**config.mk**
```make
export PLATFORM = sky130hd
export DESIGN_NAME = pulse_period_meter
export DESIGN_NICKNAME = d
export VERILOG_FILES = /design/src/rtl/pulse_period_meter_pkg.sv /design/src/rtl/rising_edge_detect.sv /design/src/rtl/pulse_period_meter.sv
export SDC_FILE = /design/constraint.sdc
export NUM_CORES = 1
export LEC_CHECK = 0
export ABC_CLOCK_PERIOD_IN_PS = 2100
export BUFFER_PORTS_ARGS = -buffer_cell sky130_fd_sc_hd__buf_2
export CAP_MARGIN = 20
export CORE_MARGIN = 10
export CORE_UTILIZATION = 50
export DETAILED_ROUTE_END_ITERATION = 16
export PLACE_DENSITY = 0.7
export SLEW_MARGIN = 20
export SYNTH_ARGS = -nofsm -noshare
export SYNTH_HDL_FRONTEND = slang
export SYNTH_SLANG_ARGS = --single-unit
```
**constraint.sdc**
```tcl
create_clock -name clk -period 2.1 [get_ports clk]
set_input_delay 0.42 -clock clk [delete_from_list [all_inputs] [get_ports clk]]
set_output_delay 0.42 -clock clk [all_outputs]
set_load 0.1 [all_outputs]
```
**src/rtl/pulse_period_meter_pkg.sv**
```systemverilog
// Shared definitions for the tick period meter: state encoding and parameter defaults.
package pulse_period_meter_pkg;

    localparam int unsigned DEFAULT_WIDTH      = 32;
    localparam logic [31:0] DEFAULT_MAX_PERIOD = 32'd1000000;

    typedef enum logic [1:0] {
        ST_IDLE = 2'b00,
        ST_ARM  = 2'b01,
        ST_MEAS = 2'b10
    } state_t;

endpackage

```
**src/rtl/rising_edge_detect.sv**
```systemverilog
// One-cycle rising-edge strobe on tick; the history register resets high so a
// strobe already high when reset is released is not mistaken for an edge.
module rising_edge_detect (
    input  logic clk,
    input  logic rst,
    input  logic tick,
    output logic tick_edge
);

    logic tick_q_r;

    // Previous-cycle sample of tick
    always_ff @(posedge clk) begin
        if (rst) begin
            tick_q_r <= 1'b1;
        end else begin
            tick_q_r <= tick;
        end
    end

    assign tick_edge = tick & ~tick_q_r;

endmodule

```
**src/rtl/pulse_period_meter.sv**
```systemverilog
// Measures clk cycles between consecutive rising edges of tick and presents each
// interval through a valid/ready result register with overrun and timeout flags.
module pulse_period_meter
    import pulse_period_meter_pkg::*;
#(
    parameter int unsigned      WIDTH      = DEFAULT_WIDTH,
    parameter logic [WIDTH-1:0] MAX_PERIOD = WIDTH'(DEFAULT_MAX_PERIOD)
) (
    input  logic             clk,
    input  logic             rst,
    input  logic             en,
    input  logic             tick,
    output logic [WIDTH-1:0] period,
    output logic             period_valid,
    input  logic             period_ready,
    output logic             overrun,
    output logic             timeout
);

    localparam logic [WIDTH-1:0] CNT_ZERO = {WIDTH{1'b0}};
    localparam logic [WIDTH-1:0] CNT_ONE  = {{(WIDTH-1){1'b0}}, 1'b1};

    state_t           state_r;
    logic [WIDTH-1:0] cnt_r;
    logic             timeout_r;
    logic [WIDTH-1:0] period_r;
    logic             period_valid_r;
    logic             overrun_r;
    logic             edge_s;
    logic             emit_s;
    logic             accept_s;

    rising_edge_detect u_edge (
        .clk       (clk),
        .rst       (rst),
        .tick      (tick),
        .tick_edge (edge_s)
    );

    // A result exists only for an edge seen while measuring with en high
    assign emit_s   = en & (state_r == ST_MEAS) & edge_s;
    assign accept_s = period_valid_r & period_ready;

    // Measurement FSM, interval counter and timeout pulse
    always_ff @(posedge clk) begin
        if (rst) begin
            state_r   <= ST_IDLE;
            cnt_r     <= CNT_ZERO;
            timeout_r <= 1'b0;
        end else if (!en) begin
            state_r   <= ST_IDLE;
            cnt_r     <= CNT_ZERO;
            timeout_r <= 1'b0;
        end else begin
            timeout_r <= 1'b0;
            case (state_r)
                ST_IDLE: begin
                    state_r <= ST_ARM;
                    cnt_r   <= CNT_ZERO;
                end
                ST_ARM: begin
                    if (edge_s) begin
                        state_r <= ST_MEAS;
                        cnt_r   <= CNT_ONE;
                    end else begin
                        state_r <= ST_ARM;
                        cnt_r   <= CNT_ZERO;
                    end
                end
                ST_MEAS: begin
                    if (edge_s) begin
                        state_r <= ST_MEAS;
                        cnt_r   <= CNT_ONE;
                    end else if (cnt_r == MAX_PERIOD) begin
                        // Silence for a full window: give up and wait for a fresh first edge
                        state_r   <= ST_ARM;
                        cnt_r     <= CNT_ZERO;
                        timeout_r <= 1'b1;
                    end else begin
                        state_r <= ST_MEAS;
                        cnt_r   <= cnt_r + CNT_ONE;
                    end
                end
                default: begin
                    state_r <= ST_IDLE;
                    cnt_r   <= CNT_ZERO;
                end
            endcase
        end
    end

    // Result register and valid/ready handshake
    always_ff @(posedge clk) begin
        if (rst) begin
            period_r       <= CNT_ZERO;
            period_valid_r <= 1'b0;
            overrun_r      <= 1'b0;
        end else if (emit_s) begin
            // Overrun only when an unaccepted value is being replaced
            period_r       <= cnt_r;
            period_valid_r <= 1'b1;
            overrun_r      <= period_valid_r & ~period_ready;
        end else if (accept_s) begin
            period_r       <= period_r;
            period_valid_r <= 1'b0;
            overrun_r      <= 1'b0;
        end else begin
            period_r       <= period_r;
            period_valid_r <= period_valid_r;
            overrun_r      <= overrun_r;
        end
    end

    assign period       = period_r;
    assign period_valid = period_valid_r;
    assign overrun      = overrun_r;
    assign timeout      = timeout_r;

endmodule

```
======== Word-level counts from Yosys, hierarchy flattened ========
Cells that the tools add are included.
word-level totals
  bits in registers ....................... 70
  bits of input ports ..................... 5
  output and inout port bits .............. 35
  word-level logic and storage cells ...... 36
cells by class
  add/subtract/negate cells ............... 1
  equality and inequality tests ........... 3
  mux-type cells .......................... 12
  bitwise gates (word level) .............. 9
  reduce and logical (&&, ||, !) cells .... 4
operator list
  kind                   count
  $mux 32                2
  $pmux 32 s2            1
  $add 32x1->32 const B  1
  $eq 32x20->1 const B   1
  $mux 2                 3
  $pmux 2 s3             1
  $and 1x1->1            5
  $mux 1                 5
  $not 1->1              4
  $reduce_or 4->1        1
  $eq 2x1->1 const B     1
  $eq 2x2->1 const B     1
  $logic_not 2->1        1
  $reduce_bool 2->1      1
  $reduce_or 2->1        1

======== Depth between registers and ports, before layout ========
Gate-level depths: netlist of the first run.
  depth in word-level cells ............... 4
  gate-level depth with buffers ........... 8
  gate-level depth less buffers ........... 6

======== By module ========
A second synthesis of the first run with hierarchy kept.
unflattened totals
  cells, all modules ...................... 369
  area, all modules ....................... 3071.7 um2
by module, submodules not included
  module              instances  cells an instance  area each (um2)
  pulse_period_meter  1          366                3039.2
  rising_edge_detect  1          3                  32.5

======== Worst setup path after synthesis of the first run ========
No wires, ideal clock.
  kind .................................... reg2reg
  start point ............................. register cnt_r[0]
  end point ............................... register cnt_r[10]
  data arrival time ....................... 1.579 ns
  data required time ...................... 1.985 ns
  setup slack ............................. 0.406 ns
  cell stages (with the launch flop) ...... 9
  buffers on the path ..................... 2
  period minus slack after synthesis ...... 1.694 ns
  cells stage by stage .................... dfxtp_1 inv_1 ha_1 nor4b_1 nand4_1 o21ai_2 buf_2 buf_4 nor2_1
between the ends
  word-level cells in the longest chain between the ends .. 4
ends and longest elaborated chain
  item                                                  line                                                RTL
  start: declaration                                    pulse_period_meter.sv:24                            logic [WIDTH-1:0] cnt_r;
  start signal: assignment                              pulse_period_meter.sv:81                            cnt_r <= cnt_r + CNT_ONE;
  $add 32x1->32 / $eq 32x20->1 (equally long branches)  pulse_period_meter.sv:81, pulse_period_meter.sv:74
  $mux 32 *                                             pulse_period_meter.sv:74                            end else if (cnt_r == MAX_PERIOD) begin
  $mux 32 *                                             pulse_period_meter.sv:71                            if (edge_s) begin
  $pmux 32 s2 *                                         pulse_period_meter.sv:56                            case (state_r)
Mark *: on every way between the ends. The rest lies on a longest branch, timed or not.
A chain may end at the register's enable or synchronous reset.

======== Final worst setup path of the first run ========
  start point ............................. register cnt_r[8]
  end point ............................... register cnt_r[19]
The elaborated chain is that of the path after synthesis.

==> impl_metrics.toml, run 1 <==
[power]
leakagePower_nw = 1.24
power_density_mw_per_mm2 = 679
ir_drop_mv = 0.596

[synthesis]
synth_edf_count = 0
async_flop_share_pct = 0
yosys_warnings = 0
syn_area_mm2 = 0.00316
synthFlopType = "dfxtp_1"
synth_seq_cells = 70
syn-num-nets = 390
yosysUniqueCellTypes = 42
postSynthAreaPerCell_um2 = 8.37
synth_cells = 378
yosysSeqAreaShare_pct = 44.3

[grt]
antenna_found_initial = 0
grt.overflow.total = 0
grt_pass1_wl_mm = 12.4
track_usage_pct = 14.9
grt_pass1_vias = 2562
grt_max_degree = 36

[cells_and_area]
fin_nets = 425
insertedDiodeCount = 0
instances_no_fill = 493
n_fill_cell = 561
layout-drive-gt1-share_pct = 18.9
post-route-cell-area_mm2 = 0.00360
layout_common_cells = "nand2_1, dfxtp_1, a21oi_1"
area_growth_pct = 13.6
multiInputGateArea_mm2 = 0.00157
final-seq-area_mm2 = 0.00140
final_common_cell = "nand2_1"

[detailed_routing]
routed-via-count = 2773
viasPerCell = 5.62
postRouteAntennaNets = 0
drt_first_pass_iters = 4
post-route-drc-count = 0
routed_wl_mm = 7.41
drtIter0Drc = 188
routedWlPerCell_um = 15.0

[critical_path]
crit_fanout = 7
required_ns = 2.37
setup.worst_path.start_class = "register"
slowest_stage = "or4_1"
critPathCaptureType = "register"
reg2reg_slack_ns = 0.16
arrival_ns = 2.21
crit_chain = "and4_1 > nand4_1 > or4_1 > a21oi_1"
reg2reg_depth = 4
reg2reg_to = "cnt_r[19]"
rr_startpoint = "cnt_r[8]"
slowest_delay_ns = 0.50
critPathKind = "reg2reg"

[hold_path]
holdPathStages = 2
worstHoldEndpoint = "overrun"
hold_start = "period_ready"
hp-class = "in2reg"

[clock_network]
cts_tree = "yes"
clkTransAtPathRegs_ns = 0.07
cts_setup_buffers = 0
cts.sink_count = 70
h-tree-depth = 3
cts-root-buf = "clkbuf_8"
cts_buffers = 9
clock_path_buffers = 2
insertion_delay_ns = 0.34

[timing]
slew_headroom_pct = 67.3
fin_crit_ns = 1.94
setup_viol = 0
fin_worst_skew_ns = 0.0121
period_share_pct = 92.4
worst_pin_slew_ns = 0.494
final.setup.tns_ns = 0
max_freq_mhz = 515
rsz0062_at_grt = "false"
slew_violations = 0
hold_viol_final = 0
setup_ws_ns = 0.159

[status]
status = "finished clean"

[run]
timing.max_cap.violations = 0

[floorplan]
start_util_pct = 52.5
fp.dieArea_mm2 = 0.00991
die_w_um = 99.6
core_region_area_mm2 = 0.00603
pin_count = 40
fp-row-count = 28
die_h_um = 99.6

[place]
numPortBuffers = 39
place_area_mm2 = 0.00339
placed_cells = 477
hpwl_mm = 5.22
gp_congestion = 0.905
preCtsSetupSlack_ns = 0.177
critical path: cells and delay by family, from the launching register on:
family	cells	cell delay (ns)
and+or+nand+nor	3	1.29
DFF	1	0.45
AOI/OAI and AO/OA	1	0.14
stage by stage:
step | hold WS, ns | total power, W | util (%)
after global routing | 0.288 | 0.00253 | 59.7
after floorplan | 0.459 | 0.00138 | -
after detailed placement | 0.443 | 0.00139 | 56.3
final | 0.294 | 0.00244 | 59.7
after CTS | 0.283 | 0.00247 | 59.6
after global placement | 0.440 | 0.00139 | 56.3
power by group:
| group | total (W) | switching [W] | internal (W) |
|---|---|---|---|
| clock | 0.00108 | 0.000505 | 0.000577 |
| sequential | 0.00133 | 0.00000169 | 0.00133 |
| combinational | 0.0000306 | 0.0000201 | 0.0000105 |
| total | 0.00244 | 0.000526 | 0.00192 |
cell usage after synthesis, types with 4 or more instances:
master,number,area [um^2]
or3_1,9,56.3
nor2_1,15,56.3
nor4b_1,6,52.6
o31ai_1,11,82.6
xor2_1,8,70.1
dfxtp_1,70,1400
nand2_1,73,274
o21ai_0,10,50.1
ha_1,7,87.6
a21oi_1,52,260
buf_2,6,30.0
nand3_2,4,40.0
inv_1,8,30.0
clkbuf_1,13,48.8
nand3_1,11,55.1
nor4_1,5,31.3
or4_1,10,75.1
nor3_1,4,20.0
nand4_1,18,113
and3_1,5,31.3
cell families (layout without fill, tap and decap cells):
logic type / after synthesis / count (layout) / synth area share (%)
compound gates: 76 / 76 / 13.2
xor+xnor: 11 / 11 / 3.04
fa+ha+maj: 7 / 7 / 2.77
buf+inv: 36 / 76 / 6.45
flops: 70 / 70 / 44.3
mux: 1 / 1 / 0.316
simple gates: 177 / 177 / 29.9
per-layer routing:
| metal | up-vias | global-route usage [%] | share of wire (%) |
|---|---|---|---|
| met4 | 0 | 5.84 | 1.4 |
| met5 | - | 0 | 0 |
| met1 | 1290 | 18.3 | 44 |
| met2 | 66 | 23.6 | 48 |
| met3 | 11 | 4.71 | 6.0 |
| li1 | 1406 | - | - |
how the worst max path moves through the flow:
| stage | startpoint | slack (ns) | depth (start not counted) | endpoint |
|---|---|---|---|---|
| after global placement | cnt_r[9] | 0.24 | 4 | cnt_r[28] |
| final | cnt_r[8] | 0.16 | 4 | cnt_r[19] |
| after CTS | cnt_r[8] | 0.13 | 4 | cnt_r[29] |
| after floorplan | cnt_r[0] | 0.41 | 8 | cnt_r[10] |
| after detailed placement | cnt_r[8] | 0.18 | 4 | cnt_r[28] |
| after global routing | cnt_r[8] | 0.0003 | 4 | cnt_r[19] |
registers in the layout, indices dropped and copies added (netlist names):
register         count
period_valid         1
u_edge.tick_q_r      1
overrun              1
timeout              1
state_r              2
cnt_r               32
period              32
timing repair:
item,4_1_cts,5_1_grt
endpoints found under the setup margin,0,3
resized for setup,0,1
hold buffers,0,0
final cells by class:
cell class                      instances  share of cell area [%]
Clock buffer                           10                    3.83
Clock inverter                          6                    1.70
Inverter                                8                   0.835
Multi-Input combinational cell        272                    43.6
Sequential cell                        70                    39.0
Tap cell                               75                    2.61
Timing Repair Buffer                   52                    8.49
(Power assumes the default switching activity.)
==> run 2, diff against run 1 <==
--- a/config.mk
+++ b/config.mk
@@ -6,7 +6,7 @@
 export NUM_CORES = 1
 export LEC_CHECK = 0
 export ABC_CLOCK_PERIOD_IN_PS = 2100
-export BUFFER_PORTS_ARGS = -buffer_cell sky130_fd_sc_hd__buf_2
+export BUFFER_PORTS_ARGS = -buffer_cell sky130_fd_sc_hd__clkbuf_2
 export CAP_MARGIN = 20
 export CORE_MARGIN = 10
 export CORE_UTILIZATION = 50
==> run 2 against run 1 <==
Compared with the run above: global-route usage is 0.53 points higher; via count up 1.7%; flip-flop and latch count stayed put; register-to-register slack worse by 0.03 ns; critical path type unchanged; largest power group is now the clock network.
==> impl_metrics.toml, run 2 (same netlist as run 1, synthesis figures left out) <==
[cells_and_area]
fin_nets = 426
instances_no_fill = 494
layout_common_cells = "nand2_1, dfxtp_1, a21oi_1"
n_fill_cell = 561
insertedDiodeCount = 0
layout-drive-gt1-share_pct = 19.3
area_growth_pct = 15.7
final_common_cell = "nand2_1"

[timing]
fin_crit_ns = 1.97
fin_worst_skew_ns = 0.00579
rsz0062_at_grt = "true"
final.setup.tns_ns = 0
period_share_pct = 93.8
setup_viol = 0
max_freq_mhz = 508
setup_ws_ns = 0.131
slew_headroom_pct = 63.4
hold_viol_final = 0
worst_pin_slew_ns = 0.552
slew_violations = 0

[status]
status = "finished clean"

[detailed_routing]
routed.top_layer = "met4"
postRouteAntennaNets = 0
drt_first_pass_iters = 4
drtIter0Drc = 189
routed_wl_mm = 7.52
wl_met3_um = 372
m1WireLength_mm = 3.34
viasPerCell = 5.71
post-route-drc-count = 0
wl_met2_mm = 3.74
routed-via-count = 2819
routedWlPerCell_um = 15.2

[run]
timing.max_cap.violations = 0

[place]
placed_cells = 478
gp_congestion = 0.881
numPortBuffers = 39
preCtsSetupSlack_ns = 0.195
hpwl_mm = 5.33

[clock_network]
clock_path_buffers = 2
insertion_delay_ns = 0.35
cts_tree = "yes"
cts.sink_count = 70
cts_setup_buffers = 0
h-tree-depth = 3
clkTransAtPathRegs_ns = 0.07
cts_buffers = 9
cts-root-buf = "clkbuf_8"

[critical_path]
crit_chain = "and4_1 > nand3_2 > or4_1 > a21oi_1"
required_ns = 2.38
arrival_ns = 2.25
critPathBufInv = 0
setup.worst_path.start_class = "register"
critPathTopFamily = "simple AND/OR/NAND/NOR gates"
slowest_delay_ns = 0.59
critPathKind = "reg2reg"
critPathCaptureType = "register"
slowest_stage = "or4_1"
crit_fanout = 17

[grt]
track_usage_pct = 15.4
grt_pass1_vias = 2708
grt_max_degree = 36
antenna_found_initial = 0
grt.overflow.total = 0
grt_pass1_wl_mm = 12.6

[floorplan]
die_w_um = 99.6
pin_count = 40
fp-row-count = 28
die_h_um = 99.6
fp.dieArea_mm2 = 0.00991
start_util_pct = 52.5
core_region_area_mm2 = 0.00603

[power]
ir_drop_mv = 0.507
leakagePower_nw = 1.23
power_density_mw_per_mm2 = 742

[hold_path]
hp-class = "in2reg"
==> run 2: worst paths after layout <==
check / startpoint / endpoint / slack [ns] / cells after the start
worst max-delay path: cnt_r[9] / cnt_r[29] / 0.13 / 4
worst min-delay path: tick / u_edge.tick_q_r / 0.29 / 2
worst max register to register: cnt_r[9] / cnt_r[29] / 0.13 / 4
worst min register to register: period[12] / period[12] / 0.45 / 2
==> run 2: stage by stage <==
step	instance area, um^2	hold slack, ns	total power (W)	utilization, %
after floorplan	3160	0.459	0.00138	-
after global placement	3400	0.442	0.00139	56.4
after detailed placement	3400	0.447	0.00139	56.4
after CTS	3650	0.271	0.00276	60.6
after global routing	3660	0.290	0.00281	60.7
final	3660	0.292	0.00271	60.7
==> run 2: layout make-up <==
cell class	count	area, um^2	area share, %
clock buffers	11	151	4.14
repair buffers	53	313	8.55
clock inverters	5	105	2.87
flip-flops and latches	70	1400	38.3
well taps	75	93.8	2.56
inverters	8	30.0	0.821
multi-input cells	272	1570	42.8
==> run 2: power breakdown <==
part	switching, W	internal [W]
logic	0.0000200	0.0000104
clock network	0.000501	0.000853
registers	0.00000176	0.00133
==> run 2: layer usage <==
| layer | vias up | track usage [%] |
|---|---|---|
| li1 | 1412 | - |
| met1 | 1332 | 18.1 |
| met2 | 67 | 25.6 |
| met3 | 8 | 5.26 |
| met4 | 0 | 5.07 |
| met5 | - | 0 |
==> run 2: worst register-to-register path, stage by stage, from the launching register on <==
cell	delay (ns)
dfxtp_1	0.43
and4_1	0.41
nand3_2	0.31
or4_1	0.59
a21oi_1	0.16
==> run 2: repair_timing <==
item / CTS / global route
hold buffers: 0 / 0
setup endpoints to repair: 0 / 2
resized for setup: 0 / 1
==> run 3, diff against run 2 <==
--- a/config.mk
+++ b/config.mk
@@ -11,6 +11,7 @@
 export CORE_MARGIN = 10
 export CORE_UTILIZATION = 50
 export DETAILED_ROUTE_END_ITERATION = 16
+export GPL_TIMING_DRIVEN = 0
 export PLACE_DENSITY = 0.7
 export SLEW_MARGIN = 20
 export SYNTH_ARGS = -nofsm -noshare
==> run 3 against run 2 <==
Compared with the run above: sequential power about the same; via count up 1.0%; count of clock-buffer cells in the layout down 1; hold slack worse by 0.027 ns; clock power down 9%; die area unchanged; first-iteration DRC count up 17%; non-clock buffer count up 13; power down 4.7%; critical path depth up 2; clock skew up 0.0048 ns; combinational power up 6%; highest routed layer unchanged.
==> impl_metrics.toml, run 3 (same netlist as run 1, synthesis figures left out) <==
[status]
status = "finished clean"

[clock_network]
cts_buffers = 9
cts_tree = "yes"
h-tree-depth = 3
insertion_delay_ns = 0.36
cts-root-buf = "clkbuf_8"
cts.sink_count = 70
clock_path_buffers = 2
clkTransAtPathRegs_ns = 0.07
hold_buffers = 0

[floorplan]
die_w_um = 99.6
fp.dieArea_mm2 = 0.00991
pin_count = 40
start_util_pct = 52.5
die_h_um = 99.6
fp-row-count = 28
core_region_area_mm2 = 0.00603

[timing]
rsz0062_at_grt = "false"
period_share_pct = 95.4
slew_violations = 0
final.setup.tns_ns = 0
setup_viol = 0
hold_viol_final = 0
fin_worst_skew_ns = 0.0106
slew_headroom_pct = 63.6
max_freq_mhz = 499
fin_crit_ns = 2.00
worst_pin_slew_ns = 0.548

[cells_and_area]
final_common_cell = "nand2_1"
fin_nets = 439
final-seq-area_mm2 = 0.00140
area_growth_pct = 16.2
n_fill_cell = 553
multiInputGateArea_mm2 = 0.00156
fin_util_pct = 61.0
layout-drive-gt1-share_pct = 18.8
layout_common_cells = "nand2_1, dfxtp_1, a21oi_1"
insertedDiodeCount = 0

[place]
numPortBuffers = 38
hpwl_mm = 5.37
gp_congestion = 0.907

[critical_path]
required_ns = 2.35
arrival_ns = 2.25
crit_fanout = 10
critPathCaptureType = "register"
setup.worst_path.start_class = "register"
critPathKind = "reg2reg"

[power]
power_w = 0.00259
leakagePower_nw = 1.24
power_density_mw_per_mm2 = 704
ir_drop_mv = 0.396

[grt]
track_usage_pct = 15.9
grt_pass1_wl_mm = 13.1
grt.overflow.total = 0
antenna_found_initial = 0
grt_max_degree = 13
grt_pass1_vias = 2801

[detailed_routing]
viasPerCell = 5.62
routed-via-count = 2848
drtIter0Drc = 221
drt_first_pass_iters = 4
post-route-drc-count = 0
postRouteAntennaNets = 0
routedWlPerCell_um = 15.2
routed_wl_mm = 7.70

[run]
timing.max_cap.violations = 0

[hold_path]
hp-class = "in2reg"
run 3: cell types whose count changed in the layout (fill, tap and decap cells not counted), sizes merged:
cell,previous run,this run
buf,14,10
bufinv,3,2
clkbuf,50,66
clkinv,0,2
run 3: layout make-up:
type	count	area share (%)
Timing Repair Buffer	39	5.38
Clock inverter	6	2.31
Tap cell	75	2.55
Buffer	27	4.70
Clock buffer	10	3.74
Inverter	8	0.817
Sequential cell	70	38.1
Multi-Input combinational cell	272	42.4
run 3: worst paths after layout:
kind	startpoint	to	slack [ns]	cells past startpoint
min	period_ready	overrun	0.26	2
max	cnt_r[12]	cnt_r[9]	0.1	6
max reg2reg	cnt_r[12]	cnt_r[9]	0.1	6
min reg2reg	period[27]	period[27]	0.45	2
run 3: stage by stage:
stage	setup slack (ns)	hold slack [ns]	cell area (um^2)	instances
final	0.0974	0.265	3680	507
after global routing	0.0118	0.277	3680	507
after CTS	0.0228	0.264	3680	508
after detailed placement	0.0192	0.446	3450	491
after global placement	0.0414	0.442	3450	491
after floorplan	0.406	0.459	3160	378
run 3: routing by layer:
layer  track usage, %  share of wire [%]  vias to the layer above  routed length, um
met5                0                  0                        -                  0
met4             7.83                1.9                        0                150
met3             4.29                4.5                       18                347
met2             26.4                 49                       57               3750
met1             18.5                 45                     1331               3460
li1                 -                  -                     1442                  -
run 3: worst max-delay path, stage by stage, from the launching register on:
cell      delay (ns)
dfxtp_1         0.38
nor4b_1         0.43
nand4_1         0.32
o21ai_2         0.25
clkbuf_4        0.25
buf_4           0.20
nor2_1          0.07
run 3: report_power, final:
group          internal [W]  total (W)  switching (W)
Clock              0.000696    0.00123       0.000529
Combinational     0.0000105  0.0000321      0.0000216
Sequential          0.00133    0.00133     0.00000158
run 3: what timing repair did:
action                     CTS  global route
gates resized for setup      0             1
buffers inserted             1             0
setup endpoints to repair    6            11
pin swaps                    1             2
